### src/rtl/decoder_3x8_buffered_if.sv
`default_nettype none
// ============================================================================
// Module   : decoder_3x8_buffered_if
// Purpose  : Bundles the code-input and one-hot-output handshakes of
//            decoder_3x8_buffered.
// Signals  : a,b,c      3-bit code (a = MSB, weight 4)
//            in_valid   producer presents a code
//            in_ready   decoder can accept a code
//            d0..d7     one-hot decoded lines (d0 <-> code 0)
//            out_valid  d0..d7 carry a decoded code
//            out_ready  consumer accepts the decoded code
//            xfer_cnt   completed output transfers, modulo 256
// Modports : slave  - decoder side
//            master - producer/consumer side
// Revision : 1.0 - initial release
// ============================================================================
interface decoder_3x8_buffered_if;
    logic       a;
    logic       b;
    logic       c;
    logic       in_valid;
    logic       in_ready;
    logic       d0;
    logic       d1;
    logic       d2;
    logic       d3;
    logic       d4;
    logic       d5;
    logic       d6;
    logic       d7;
    logic       out_valid;
    logic       out_ready;
    logic [7:0] xfer_cnt;

    modport slave (
        input  a, b, c, in_valid, out_ready,
        output in_ready, d0, d1, d2, d3, d4, d5, d6, d7, out_valid, xfer_cnt
    );

    modport master (
        output a, b, c, in_valid, out_ready,
        input  in_ready, d0, d1, d2, d3, d4, d5, d6, d7, out_valid, xfer_cnt
    );
endinterface
`default_nettype wire

### src/rtl/decoder_3x8_buffered.sv
`default_nettype none
// ============================================================================
// Module   : decoder_3x8_buffered
// Purpose  : Registered 3-to-8 decoder behind a 2-entry FIFO with valid/ready
//            handshakes on both sides and an 8-bit output-transfer counter.
// Ports    : clk    - clock, rising edge
//            rst_n  - asynchronous active-low reset
//            bus    - decoder_3x8_buffered_if.slave (code in, one-hot out,
//                     handshakes, xfer_cnt)
// Config   : DECODER_3X8_HOLD_EN - when defined, d0..d7 keep the last popped
//            code's one-hot value while out_valid = 0 (all zero after reset);
//            otherwise d0..d7 are zero whenever out_valid = 0.
// Revision : 1.0 - initial release
// ============================================================================
module decoder_3x8_buffered (
    input  logic                         clk,
    input  logic                         rst_n,
    decoder_3x8_buffered_if.slave        bus
);

    typedef enum logic [1:0] {
        EMPTY = 2'd0,
        ONE   = 2'd1,
        FULL  = 2'd2
    } state_t;

    state_t     state_q, state_d;
    logic       wr_ptr_q, wr_ptr_d;
    logic       rd_ptr_q, rd_ptr_d;
    logic [2:0] mem0_q, mem1_q;
    logic [7:0] xfer_q, xfer_d;

    logic       w_in_ready;
    logic       w_out_valid;
    logic       w_push;
    logic       w_pop;
    logic [2:0] w_code;
    logic [2:0] w_head;
    logic [7:0] w_head_onehot;
    logic [7:0] w_lines;

    // Handshake outputs come straight from the registered state.
    assign w_in_ready  = (state_q != FULL);
    assign w_out_valid = (state_q != EMPTY);
    assign w_push      = bus.in_valid && w_in_ready;
    assign w_pop       = w_out_valid && bus.out_ready;
    assign w_code      = {bus.a, bus.b, bus.c};

    assign w_head        = rd_ptr_q ? mem1_q : mem0_q;
    assign w_head_onehot = 8'd1 << w_head;

    // Next-state logic for occupancy and pointers.
    always_comb begin
        state_d  = state_q;
        wr_ptr_d = wr_ptr_q;
        rd_ptr_d = rd_ptr_q;
        xfer_d   = xfer_q;

        if (w_push) begin
            wr_ptr_d = ~wr_ptr_q;
        end
        if (w_pop) begin
            rd_ptr_d = ~rd_ptr_q;
            xfer_d   = xfer_q + 8'd1;
        end

        case (state_q)
            EMPTY: if (w_push)                state_d = ONE;
            ONE: begin
                if (w_push && !w_pop)         state_d = FULL;
                else if (w_pop && !w_push)    state_d = EMPTY;
            end
            FULL:  if (w_pop)                 state_d = ONE;
            default:                          state_d = EMPTY;
        endcase
    end

    always_ff @(posedge clk or negedge rst_n) begin
        if (!rst_n) begin
            state_q  <= EMPTY;
            wr_ptr_q <= 1'b0;
            rd_ptr_q <= 1'b0;
            xfer_q   <= 8'd0;
        end else begin
            state_q  <= state_d;
            wr_ptr_q <= wr_ptr_d;
            rd_ptr_q <= rd_ptr_d;
            xfer_q   <= xfer_d;
        end
    end

    // Storage: the write pointer selects the slot; a push never targets the
    // head slot while it is occupied because in_ready is low when FULL.
    always_ff @(posedge clk or negedge rst_n) begin
        if (!rst_n) begin
            mem0_q <= 3'd0;
            mem1_q <= 3'd0;
        end else if (w_push) begin
            if (wr_ptr_q) mem1_q <= w_code;
            else          mem0_q <= w_code;
        end
    end

`ifdef DECODER_3X8_HOLD_EN
    logic [7:0] last_q;

    // Remember the one-hot value of each code as it leaves the buffer.
    always_ff @(posedge clk or negedge rst_n) begin
        if (!rst_n) begin
            last_q <= 8'd0;
        end else if (w_pop) begin
            last_q <= w_head_onehot;
        end
    end

    assign w_lines = w_out_valid ? w_head_onehot : last_q;
`else
    assign w_lines = w_out_valid ? w_head_onehot : 8'd0;
`endif

    assign bus.in_ready  = w_in_ready;
    assign bus.out_valid = w_out_valid;
    assign bus.xfer_cnt  = xfer_q;
    assign bus.d0        = w_lines[0];
    assign bus.d1        = w_lines[1];
    assign bus.d2        = w_lines[2];
    assign bus.d3        = w_lines[3];
    assign bus.d4        = w_lines[4];
    assign bus.d5        = w_lines[5];
    assign bus.d6        = w_lines[6];
    assign bus.d7        = w_lines[7];

endmodule
`default_nettype wire

### src/flat_wrapper.sv
// flat-port wrapper written by rule: the top's interface ports become plain ports
module decoder_3x8_buffered_flat 
  (clk, rst_n, bus_a, bus_b, bus_c, bus_in_valid, bus_out_ready, bus_in_ready, bus_d0, bus_d1, bus_d2, bus_d3, bus_d4, bus_d5, bus_d6, bus_d7, bus_out_valid, bus_xfer_cnt);
  decoder_3x8_buffered_if bus_i ();
  input  logic clk;
  input  logic rst_n;
  input wire logic [$bits(bus_i.a)-1:0] bus_a;
  input wire logic [$bits(bus_i.b)-1:0] bus_b;
  input wire logic [$bits(bus_i.c)-1:0] bus_c;
  input wire logic [$bits(bus_i.in_valid)-1:0] bus_in_valid;
  input wire logic [$bits(bus_i.out_ready)-1:0] bus_out_ready;
  output wire logic [$bits(bus_i.in_ready)-1:0] bus_in_ready;
  output wire logic [$bits(bus_i.d0)-1:0] bus_d0;
  output wire logic [$bits(bus_i.d1)-1:0] bus_d1;
  output wire logic [$bits(bus_i.d2)-1:0] bus_d2;
  output wire logic [$bits(bus_i.d3)-1:0] bus_d3;
  output wire logic [$bits(bus_i.d4)-1:0] bus_d4;
  output wire logic [$bits(bus_i.d5)-1:0] bus_d5;
  output wire logic [$bits(bus_i.d6)-1:0] bus_d6;
  output wire logic [$bits(bus_i.d7)-1:0] bus_d7;
  output wire logic [$bits(bus_i.out_valid)-1:0] bus_out_valid;
  output wire logic [$bits(bus_i.xfer_cnt)-1:0] bus_xfer_cnt;
  assign bus_i.a = bus_a;
  assign bus_i.b = bus_b;
  assign bus_i.c = bus_c;
  assign bus_i.in_valid = bus_in_valid;
  assign bus_i.out_ready = bus_out_ready;
  assign bus_in_ready = bus_i.in_ready;
  assign bus_d0 = bus_i.d0;
  assign bus_d1 = bus_i.d1;
  assign bus_d2 = bus_i.d2;
  assign bus_d3 = bus_i.d3;
  assign bus_d4 = bus_i.d4;
  assign bus_d5 = bus_i.d5;
  assign bus_d6 = bus_i.d6;
  assign bus_d7 = bus_i.d7;
  assign bus_out_valid = bus_i.out_valid;
  assign bus_xfer_cnt = bus_i.xfer_cnt;
  decoder_3x8_buffered u_core (.clk(clk), .rst_n(rst_n), .bus(bus_i));
endmodule
### config.mk
export PLATFORM = sky130hd
export DESIGN_NAME = decoder_3x8_buffered_flat
export DESIGN_NICKNAME = d
export VERILOG_FILES = /design/src/rtl/decoder_3x8_buffered_if.sv /design/src/rtl/decoder_3x8_buffered.sv /design/src/flat_wrapper.sv
export SDC_FILE = /design/constraint.sdc
export NUM_CORES = 1
export LEC_CHECK = 0
export CORE_ASPECT_RATIO = 1.4
export CORE_MARGIN = 8
export CORE_UTILIZATION = 42
export CTS_CLUSTER_SIZE = 25
export DETAILED_ROUTE_END_ITERATION = 8
export PLACE_DENSITY = 0.82
export SLEW_MARGIN = 20
export SYNTH_ARGS = -nofsm -noshare
export SYNTH_HDL_FRONTEND = slang
export SYNTH_SLANG_ARGS = --single-unit
### constraint.sdc
create_clock -name clk -period 1.3 [get_ports clk]
set_input_delay 0.195 -clock clk [delete_from_list [all_inputs] [get_ports clk]]
set_output_delay 0.195 -clock clk [all_outputs]
set_load 0.02 [all_outputs]
# Word level (Yosys, flattened, before mapping)
# Cells that the tools add are included.
[totals] ff_bits=18 out_inout_bits=18
[op_classes] n_addsub=1 n_eq_ne=6 n_shift=1 muxes=7 n_bitwise=2 n_reduce_logical=11
[ops] op="8-bit by 1-bit adder with 8-bit output, second input constant" count=1
[ops] op="2-bit 2-to-1 mux" count=4
[ops] op="8-bit 2-to-1 mux" count=1
[ops] op="1-bit by 3-bit left shift with 8-bit output, first input constant" count=1
[ops] op="2-bit case mux with 3 select lines" count=1
[ops] op="1-bit logical AND" count=4
[ops] op="2-bit by 1-bit != test with 1-bit output, second input constant" count=2
[ops] op="2-bit AND reduction" count=2
[ops] op="3-bit 2-to-1 mux" count=1
[ops] op="3-bit by 1-bit != test with 1-bit output, second input constant" count=1
[ops] op="3-bit AND reduction" count=1
[ops] op="2-bit by 1-bit == test with 1-bit output, second input constant" count=1
[ops] op="2-bit == test, second input constant" count=1
[ops] op="1-bit logical NOT" count=2
[ops] op="2-bit logical NOT" count=1
[ops] op="2-bit != test, second input constant" count=1
[ops] op="1-bit NOT" count=2
[ops] op="2-bit nonzero test" count=1

# Depth between registers and ports, before layout
# Gate-level depths: netlist of the first run.
[logic_depth] ltp_word=7 ltp_mapped=4 ltp_nobuf=4

# Worst setup path before layout of the first run
# No wires, ideal clock.
[synth_timing] path_kind="reg-to-output" startpoint="register u_core.rd_ptr_q" endpoint="output port bus_d3" arrival_ps=1272 required_time_ps=1105 setup_slack_ps=-167 stages_incl_launch_ff=5 n_path_buf=1 path_cell_list="dfrtp_1 -> buf_2 -> mux2_2 -> nand2b_4 -> nor2_1"
[synth_via] elab_chain_len=3
[synth_lines] element="start: declaration" line_no="decoder_3x8_buffered.sv:29" source="logic rd_ptr_q, rd_ptr_d;"
[synth_lines] element="start signal: assignment" line_no="decoder_3x8_buffered.sv:87" source="rd_ptr_q <= rd_ptr_d;"
[synth_lines] element="3-bit 2-to-1 mux" line_no="decoder_3x8_buffered.sv:49" source="assign w_head = rd_ptr_q ? mem1_q : mem0_q;"
[synth_lines] element="1-bit by 3-bit left shift with 8-bit output" line_no="decoder_3x8_buffered.sv:50" source="assign w_head_onehot = 8'd1 << w_head;"
[synth_lines] element="8-bit 2-to-1 mux" line_no="decoder_3x8_buffered.sv:118" source="assign w_lines = w_out_valid ? w_head_onehot : 8'd0;"
[synth_lines] element="end: declaration" line_no="flat_wrapper.sv:16" source="output wire logic [$bits(bus_i.d3)-1:0] bus_d3;"
# No other way between the ends.

# Worst setup path after layout of the first run
[layout_timing] startpoint="register u_core.rd_ptr_q" endpoint="output port bus_d1"
[layout_via] elab_chain_len=3
[layout_lines] element="3-bit 2-to-1 mux" line_no="decoder_3x8_buffered.sv:49"
[layout_lines] element="1-bit by 3-bit left shift with 8-bit output" line_no="decoder_3x8_buffered.sv:50"
[layout_lines] element="8-bit 2-to-1 mux" line_no="decoder_3x8_buffered.sv:118"
[layout_lines] element="end: declaration" line_no="flat_wrapper.sv:14" source="output wire logic [$bits(bus_i.d1)-1:0] bus_d1;"
# No other way between the ends.

==> results of run 1 <==
[critical path, cell delays in order, from the launching register on]
cell and delay [ns]:
dfrtp_2 0.45, mux2_4 0.32, nand2b_4 0.20, nor2_4 0.12, buf_6 0.12
[cell type report]
type / count / area (sq um) / share of cell area [%]
Sequential cell: 18 / 451.7 / 28.31
Timing Repair Buffer: 51 / 476.7 / 29.88
Tap cell: 22 / 27.53 / 1.725
Multi-Input combinational cell: 62 / 601.8 / 37.73
Inverter: 4 / 15.01 / 0.9412
Clock buffer: 3 / 22.52 / 1.412
[worst paths after layout]
check / start / to / slack [ns] / depth (start not counted)
max: u_core.rd_ptr_q$_DFFE_PN0P_ / bus_d1 / -0.39 / 4
min: rst_n / u_core.bus.xfer_cnt[6]$_DFFE_PN0P_ / 0.23 / 2
max reg2reg: u_core.state_q[0]$_DFFE_PN0P_ / u_core.mem1_q[0]$_DFFE_PN0P_ / -0.18 / 7
min reg2reg: u_core.bus.xfer_cnt[7]$_DFFE_PN0P_ / u_core.bus.xfer_cnt[7]$_DFFE_PN0P_ / 0.46 / 1
max in group asynchronous: rst_n / u_core.rd_ptr_q$_DFFE_PN0P_ / 0.86 / 2
min in group clk: u_core.bus.xfer_cnt[7]$_DFFE_PN0P_ / u_core.bus.xfer_cnt[7]$_DFFE_PN0P_ / 0.46 / 1
[where the power goes]
group          internal [mW]  switching (mW)  total [mW]
clock network          0.108           0.162       0.270
logic                   1.06           0.972        2.04
registers              0.753           0.200       0.953
total                   1.92            1.33        3.26
[cell families after synthesis]
family / Yosys count / synth area share, %
XOR/XNOR: 8 / 7.619
multiplexers: 8 / 9.659
flip-flops: 18 / 48.98
AND/OR/NAND/NOR: 35 / 22.86
adder cells (fa/ha/maj): 1 / 1.360
buffers and inverters: 5 / 2.177
AO/OA/AOI/OAI: 10 / 7.348
[metrics by stage]
stage	worst slack [ns]	TNS, ns
floorplan	-0.03613	-0.1645
global placement	-0.5346	-4.755
detailed placement	-0.5681	-5.233
CTS	-0.4020	-3.871
global route	-0.4499	-5.472
finish	-0.3868	-4.475
[routing by layer]
layer,track usage [%],part of all wire (%),vias up
met3,3.534,4.7,8
met1,13.83,40,417
met4,6.044,2.4,0
li1,-,-,403
met2,22.88,53,31
met5,0,0,-
[placed cells by master, fill, tap and decap left out, types with 2 or more instances in the layout]
cell and count:
buf_4 19, buf_6 18, dfrtp_1 17, mux2_4 7, dlygate4sd2_1 7, clkdlybuf4s50_1 6, nand2_1 5, nor2_4 5
nor2_1 4, nor3_2 3, nand4_1 3, xor2_1 3, xnor2_1 3, clkbuf_4 3, inv_1 2, nor2_2 2
a21oi_2 2, inv_2 2, xnor2_2 2
[sequential cells by signal, indices dropped and copies added (netlist names)]
signal / cells
u_core.state_q: 2
u_core.mem1_q: 3
u_core.mem0_q: 3
u_core.bus.xfer_cnt: 8
u_core.rd_ptr_q: 1
u_core.wr_ptr_q: 1
[repair_timing]
item,4_1_cts,5_1_grt
endpoints found under the setup margin,24,26
buffers inserted,9,5
pin swaps,9,15
resized for setup,83,21
cloned,0,0
==> impl_metrics.json, run 1 <==
{
  "syn-instance-count": 85,
  "critPathCaptureType": "output pin",
  "rows": 20,
  "overflow": 0,
  "gp_congestion": 0.8335,
  "path_class": "flop to output pin",
  "htree_levels": 1,
  "vias": 859,
  "vdd_drop_max_uv": 1324,
  "grt_pass1_vias": 901,
  "drv_slew": 0,
  "timing.final.crit_share_pct": 129.8,
  "antenna_found_initial": 0,
  "die_w_microns": 55.55,
  "min_path_type": "primary input to asynchronous set/reset pin",
  "status": "finished with violations",
  "cap_violations": 0,
  "setup_ws_ns": -0.3868,
  "initial_core_util_pct": 43.24,
  "worstPathRequired_ns": 1.11,
  "grt_max_degree": 19,
  "port-buffer-count": 24,
  "ios": 25,
  "synth-seq-cells": 18,
  "setup_violations": 22,
  "placed_cell_area_sq_mm": 0.001339,
  "grt_pass1_wl_mm": 4.209,
  "rsz0062_at_grt": "true",
  "synth-edff-count": 0,
  "ys_warn_count": 0,
  "dr.pass1.iters": 4,
  "core_area_sq_mm": 0.002127,
  "placed_cells_incl_taps": 146,
  "hold_buffers": 0,
  "track_usage_pct": 12.95,
  "tritoncts": "built",
  "finalCriticalPeriod_ns": 1.687,
  "area_delta_synth_final_pct": 73.47,
  "ant_nets": 0,
  "synth_fp_nets": 93,
  "yosysUniqueCellTypes": 33,
  "leakagePower_nw": 0.7518,
  "fmax_ghz": 0.5929,
  "clkTransAtPathRegs_ns": 0.10,
  "drive_gt1_share_pct": 53.62,
  "synth_area_leaders": "dfrtp_1, mux2_2, xnor2_1",
  "cp_max_fo": 4,
  "fin_nets": 148,
  "cts.sinks": 18,
  "synth_flop_cell": "dfrtp_1",
  "drc": 0,
  "drtIter0Drc": 17,
  "violations": "setup timing",
  "postLayoutCoreUtil_pct": 75.00,
  "cts_root_buf": "clkbuf_4",
  "whs_ns": 0.2280,
  "synth.cell_area_sq_um": 919.6,
  "async_flop_share_pct": 100.0,
  "final_cells": 160,
  "drt-total-wl_mm": 2.793,
  "hpwl_mm": 1.703,
  "synth_seq_area_share_pct": 48.98,
  "insertion_delay_ns": 0.29,
  "powerDensity_mw_per_mm2": 2043,
  "hold_viol": 0,
  "cts_buffers": 3,
  "syn_avg_cell_area_sq_um": 10.82,
  "wire_per_inst_microns": 17.46,
  "design_area_sq_mm": 0.001595,
  "power.total_mw": 3.258,
  "viasPerCell": 5.369,
  "die_y_microns": 71.37,
  "design.die.area_sq_mm": 0.003964,
  "synthTopCellsByCount": "dfrtp_1, nor2_1, nand2_1, xnor2_1, mux2_2",
  "start_kind": "flop",
  "cts_buffer_depth": 2,
  "yosysTopAreaCellShare_pct": 48.98,
  "n_fill_cell": 144,
  "synth.most_common_cell": "dfrtp_1",
  "fin_skew_ns": 0.006536,
  "slew_headroom_pct": 80.20,
  "synth.largest_area_cell": "dfrtp_1",
  "worst_pin_slew_ns": 0.2961,
  "cp.arrival_ns": 1.49,
  "antenna_cells": 0
}
Note: power is estimated with default switching activity, not from simulation.
==> run 2: changes to the inputs <==
CTS_CLUSTER_DIAMETER = 30   (was not set)
==> results of run 2 <==
Final layout, timing and power as in run 1 (identical DEF).
==> run 3: changes to the inputs <==
MAX_ROUTING_LAYER = met4   (was not set)
==> impl_metrics.json, run 3 (same netlist as run 1, synthesis figures left out) <==
{
  "vias": 860,
  "tritoncts": "built",
  "ios": 25,
  "slew_headroom_pct": 79.94,
  "cp_max_fo": 4,
  "dr.pass1.iters": 4,
  "r2r_slack_ns": -0.18,
  "die_w_microns": 55.55,
  "ant_nets": 0,
  "drc": 0,
  "cap_violations": 0,
  "worst_pin_slew_ns": 0.3000,
  "fmax_ghz": 0.5909,
  "crit_slowest_cell": "dfrtp_2",
  "leakagePower_nw": 0.7518,
  "timing.final.crit_share_pct": 130.2,
  "antenna_cells": 0,
  "start_kind": "flop",
  "viasPerCell": 5.375,
  "hold_viol": 0,
  "worstPathRequired_ns": 1.11,
  "top_usage_layer": "met2",
  "rr_endpoint": "u_core.mem1_q[2]$_DFFE_PN0P_",
  "setup_ws_ns": -0.3925,
  "drv_slew": 0,
  "setup_violations": 22,
  "fin_nets": 148,
  "insertion_delay_ns": 0.29,
  "cts_root_buf": "clkbuf_4",
  "rsz0062_at_grt": "true",
  "grt.met2_usage_pct": 22.88,
  "drtIter0Drc": 14,
  "drt-total-wl_mm": 2.802,
  "grt_pass1_vias": 904,
  "wire_per_inst_microns": 17.51,
  "path_class": "flop to output pin",
  "r2r_cells": 7,
  "design.die.area_sq_mm": 0.003964,
  "use_met1_pct": 13.94,
  "placed_cell_area_sq_mm": 0.001339,
  "fin_skew_ns": 0.006297,
  "dpl_worst_slack_ns": -0.5681,
  "port-buffer-count": 24,
  "hpwl_mm": 1.703,
  "drive_gt1_share_pct": 53.62,
  "area_delta_synth_final_pct": 73.47,
  "grt_max_degree": 19,
  "final_cells": 160,
  "mostFrequentLayoutCells": "buf_4, buf_6, dfrtp_1",
  "final_common_cell": "buf_4",
  "violations": "setup timing",
  "cp.arrival_ns": 1.50,
  "overflow": 0,
  "critPathLaunch": "u_core.rd_ptr_q$_DFFE_PN0P_",
  "grt_pass1_wl_mm": 4.202,
  "cts.sinks": 18,
  "min_path_type": "primary input to asynchronous set/reset pin",
  "gp_congestion": 0.8462,
  "htree_levels": 1,
  "status": "finished with violations",
  "timing.rr.start": "u_core.state_q[0]$_DFFE_PN0P_",
  "slowest_delay_ns": 0.45,
  "path_cells": "mux2_4 > nand2b_4 > nor2_4 > buf_6",
  "die_y_microns": 71.37,
  "rows": 20,
  "placed_cells_incl_taps": 146,
  "clkTransAtPathRegs_ns": 0.10,
  "antenna_found_initial": 0,
  "vdd_drop_max_uv": 1325,
  "powerDensity_mw_per_mm2": 2043,
  "largest_reg_flops": 8,
  "finalCriticalPeriod_ns": 1.692,
  "met3_usage_pct": 3.357,
  "design_area_sq_mm": 0.001595,
  "critPathCaptureType": "output pin",
  "cts_buffer_depth": 2,
  "core_area_sq_mm": 0.002127,
  "initial_core_util_pct": 43.24,
  "cts_buffers": 3,
  "track_usage_pct": 13.30
}
==> run 3: cell counts in the layout (fill, tap and decap cells not counted) <==
Identical to the previous run, type by type.
==> run 3: worst max path at each step <==
stage | end | slack, ns | cells after the start
global placement | bus_d2 | -0.53 | 4
global route | bus_d3 | -0.45 | 4
floorplan | bus_d4 | -0.04 | 3
detailed placement | bus_d2 | -0.57 | 4
finish | bus_d1 | -0.39 | 4
CTS | bus_d6 | -0.40 | 4
==> run 3: routing by layer <==
metal | part of all wire (%) | up-vias
met4 | 2.4 | 0
li1 | - | 404
met1 | 40 | 415
met2 | 53 | 33
met5 | 0 | -
met3 | 4.3 | 8
==> run 3: layout make-up <==
type | count | area, sq um
multi-input cells | 62 | 601.8
fillers | 144 | 531.8
repair buffers | 51 | 476.7
flip-flops and latches | 18 | 451.7
well taps | 22 | 27.53
clock buffers | 3 | 22.52
inverters | 4 | 15.01
==> run 3: worst max-delay path, delay by kind of cell (launching register included) <==
kind / cells / cell delay, ns
buffers and inverters: 1 / 0.12
flip-flops: 1 / 0.45
multiplexers: 1 / 0.32
AND/OR/NAND/NOR: 2 / 0.32
==> run 3: timing repair <==
action | 4_1_cts | 5_1_grt
endpoints found under the setup margin | 24 | 26
hold buffers | 0 | 0
resized for setup | 83 | 21
pin swaps | 9 | 15
hold endpoints to repair | 0 | 0
buffers inserted | 9 | 5
gates cloned | 0 | 0
==> run 3: through the flow <==
stage               hold WS, ns  setup TNS, ns  util, %  total power, mW
floorplan               -0.1006        -0.1645        -            1.804
global route             0.2631         -5.495    75.00            3.447
detailed placement       0.4564         -5.233    62.94            2.486
global placement         0.4582         -4.755    62.94            2.438
finish                   0.2278         -4.576    75.00            3.259
CTS                      0.2328         -3.871    70.29            3.014
==> run 3: power breakdown <==
group          switching, mW  internal [mW]
sequential             0.202          0.753
combinational          0.970           1.06
clock                  0.163          0.108
total                   1.34           1.92
==> edit: new RTL, config.mk and constraints of run 2 <==
The option `DECODER_3X8_HOLD_EN` is turned on by a define.
--- a/src/rtl/decoder_3x8_buffered.sv
+++ b/src/rtl/decoder_3x8_buffered.sv
@@ -12,6 +12,8 @@
 //            otherwise d0..d7 are zero whenever out_valid = 0.
 // Revision : 1.0 - initial release
 // ============================================================================
+`define DECODER_3X8_HOLD_EN
+
 module decoder_3x8_buffered (
     input  logic                         clk,
     input  logic                         rst_n,
Function: changed (Yosys sat finds a counterexample within 4 cycles, from zero or initial values and one cycle with rst_n low).
==> edit against run 2 <==
  * The run still ends with setup timing left
  * Wire length rose by 22%
  * Largest cell class unchanged
  * Sequential share of layout area rose by 5.8 points
  * Final area increased by 20%
  * Sequential cell count rose by 8
  * Power increased by 44%
  * Setup slack worse by 0.055 ns
  * Synthesized area grew 35%
  * Critical endpoint is now bus_d2
  * Register-to-register slack better by 0.09 ns
==> edit: results (changes against run 2) <==
status=complete, but fails checks; failing checks=setup timing; Post-synth top cells=26 x dfrtp_1, 12 x a22o_1, 12 x nand2_1; Placer Congestion=0.783 (-6.0%); initial drt markers=66 (+49); layout cells sized above 1=39.6% (-14 points); top cells by area, synth=dfrtp_1 52%, a22o_1 8.5%, mux2_2 6.3%; Buffers, non-clock=48 (-5.9%); FF-to-FF path depth=5 (-2); M1 wire length=1.28 mm (+15%); clock buffer count=4 (+1); syn nets=119 (+28%); GRT met3 Usage=1.44% (-2.1 points); skew final=0.00623 ns (-0.000309 ns); post-CTS setup buffers=3 (-6); PostCTS Resize Cnt=79 (-4.8%); multi-input gates=78 (+26%); Critical Path AT=1.55 ns (+0.06 ns); placed cell count=188 (+29%); setup ws final=-0.442 ns (-0.0551 ns); Worst-Skew Late Latency=0.27 ns (-0.02 ns); crit-path max FO=8 (+4); clk tree area frac=2.88% (+1.5 points); P_leak=0.889 nW (+18%); hpwl dp=2.18 mm (+28%); final core occ=67.1% (-7.9 points); pre-CTS setup slack=-0.657 ns (-0.0892 ns); drt total wl=3.40 mm (+22%); Seq/Total Area, Yosys=52.4% (+3.4 points); Final non-clock buffer share=25.7% (-4.2 points); multi-input combinational area share=34.2% (-3.6 points); largest net degree at the start of global routing=27 (+8); final hold slack=0.282 ns (+0.0544 ns); Routed met3 length=109 µm (-16%); FF/Latch Area=652 µm² (+44%); VDD IR-drop max=1260 µV (-5.0%); Signal inverters=3 (-1); Tap Count=37 (+68%); Final Setup Violations=20 (-9.1%); Post-Layout Cell Count=196 (+23%); routed vias/inst=5.53 (+3.0%); metal2 WL=1.93 mm (+30%); Fin Setup TNS=-3.86 ns (+0.614 ns); switch share=39.9% (-1.1 points); nets=168 (+14%); met1 usage=14.7% (+0.82 points); CP peak stage delay=0.49 ns (+0.04 ns); clock root buffer=clkbuf_8; DP Area=1720 µm² (+28%); Mapped Avg Cell Area=11.2 µm² (+3.5%); Worst setup endpoint=bus_d2; met2 Resource Use GR=26.3% (+3.4 points); Rel. slew slack=77.5% (-2.7 points); critical register-to-register path startpoint=u_core.rd_ptr_q; Reg2Reg Capture Point=u_core.last_q[5]; Synth Register Bits=26 (+8)
## edit: power groups by stage
stage / Clock (W) / Combinational, W / Sequential (W)
2_1_floorplan: 0 / 0.00127 / 0.00147
3_3_place_gp: 0 / 0.00222 / 0.00138
3_5_place_dp: 0 / 0.00230 / 0.00141
4_1_cts: 0.000527 / 0.00262 / 0.00141
5_1_grt: 0.000568 / 0.00290 / 0.00147
6_report: 0.000529 / 0.00274 / 0.00143
## edit: cell families (layout without fill, tap and decap cells)
| family | after synthesis | count (layout) | synth area share [%] |
|---|---|---|---|
| and+or+nand+nor | 34 | 34 | 13.4 |
| AOI/OAI and AO/OA | 26 | 26 | 16.2 |
| DFF | 26 | 26 | 52.4 |
| xor gates and xnor gates | 9 | 9 | 6.34 |
| muxes | 8 | 8 | 7.15 |
| buffers and inverters | 7 | 55 | 3.52 |
| adders and majority gates | 1 | 1 | 1.01 |
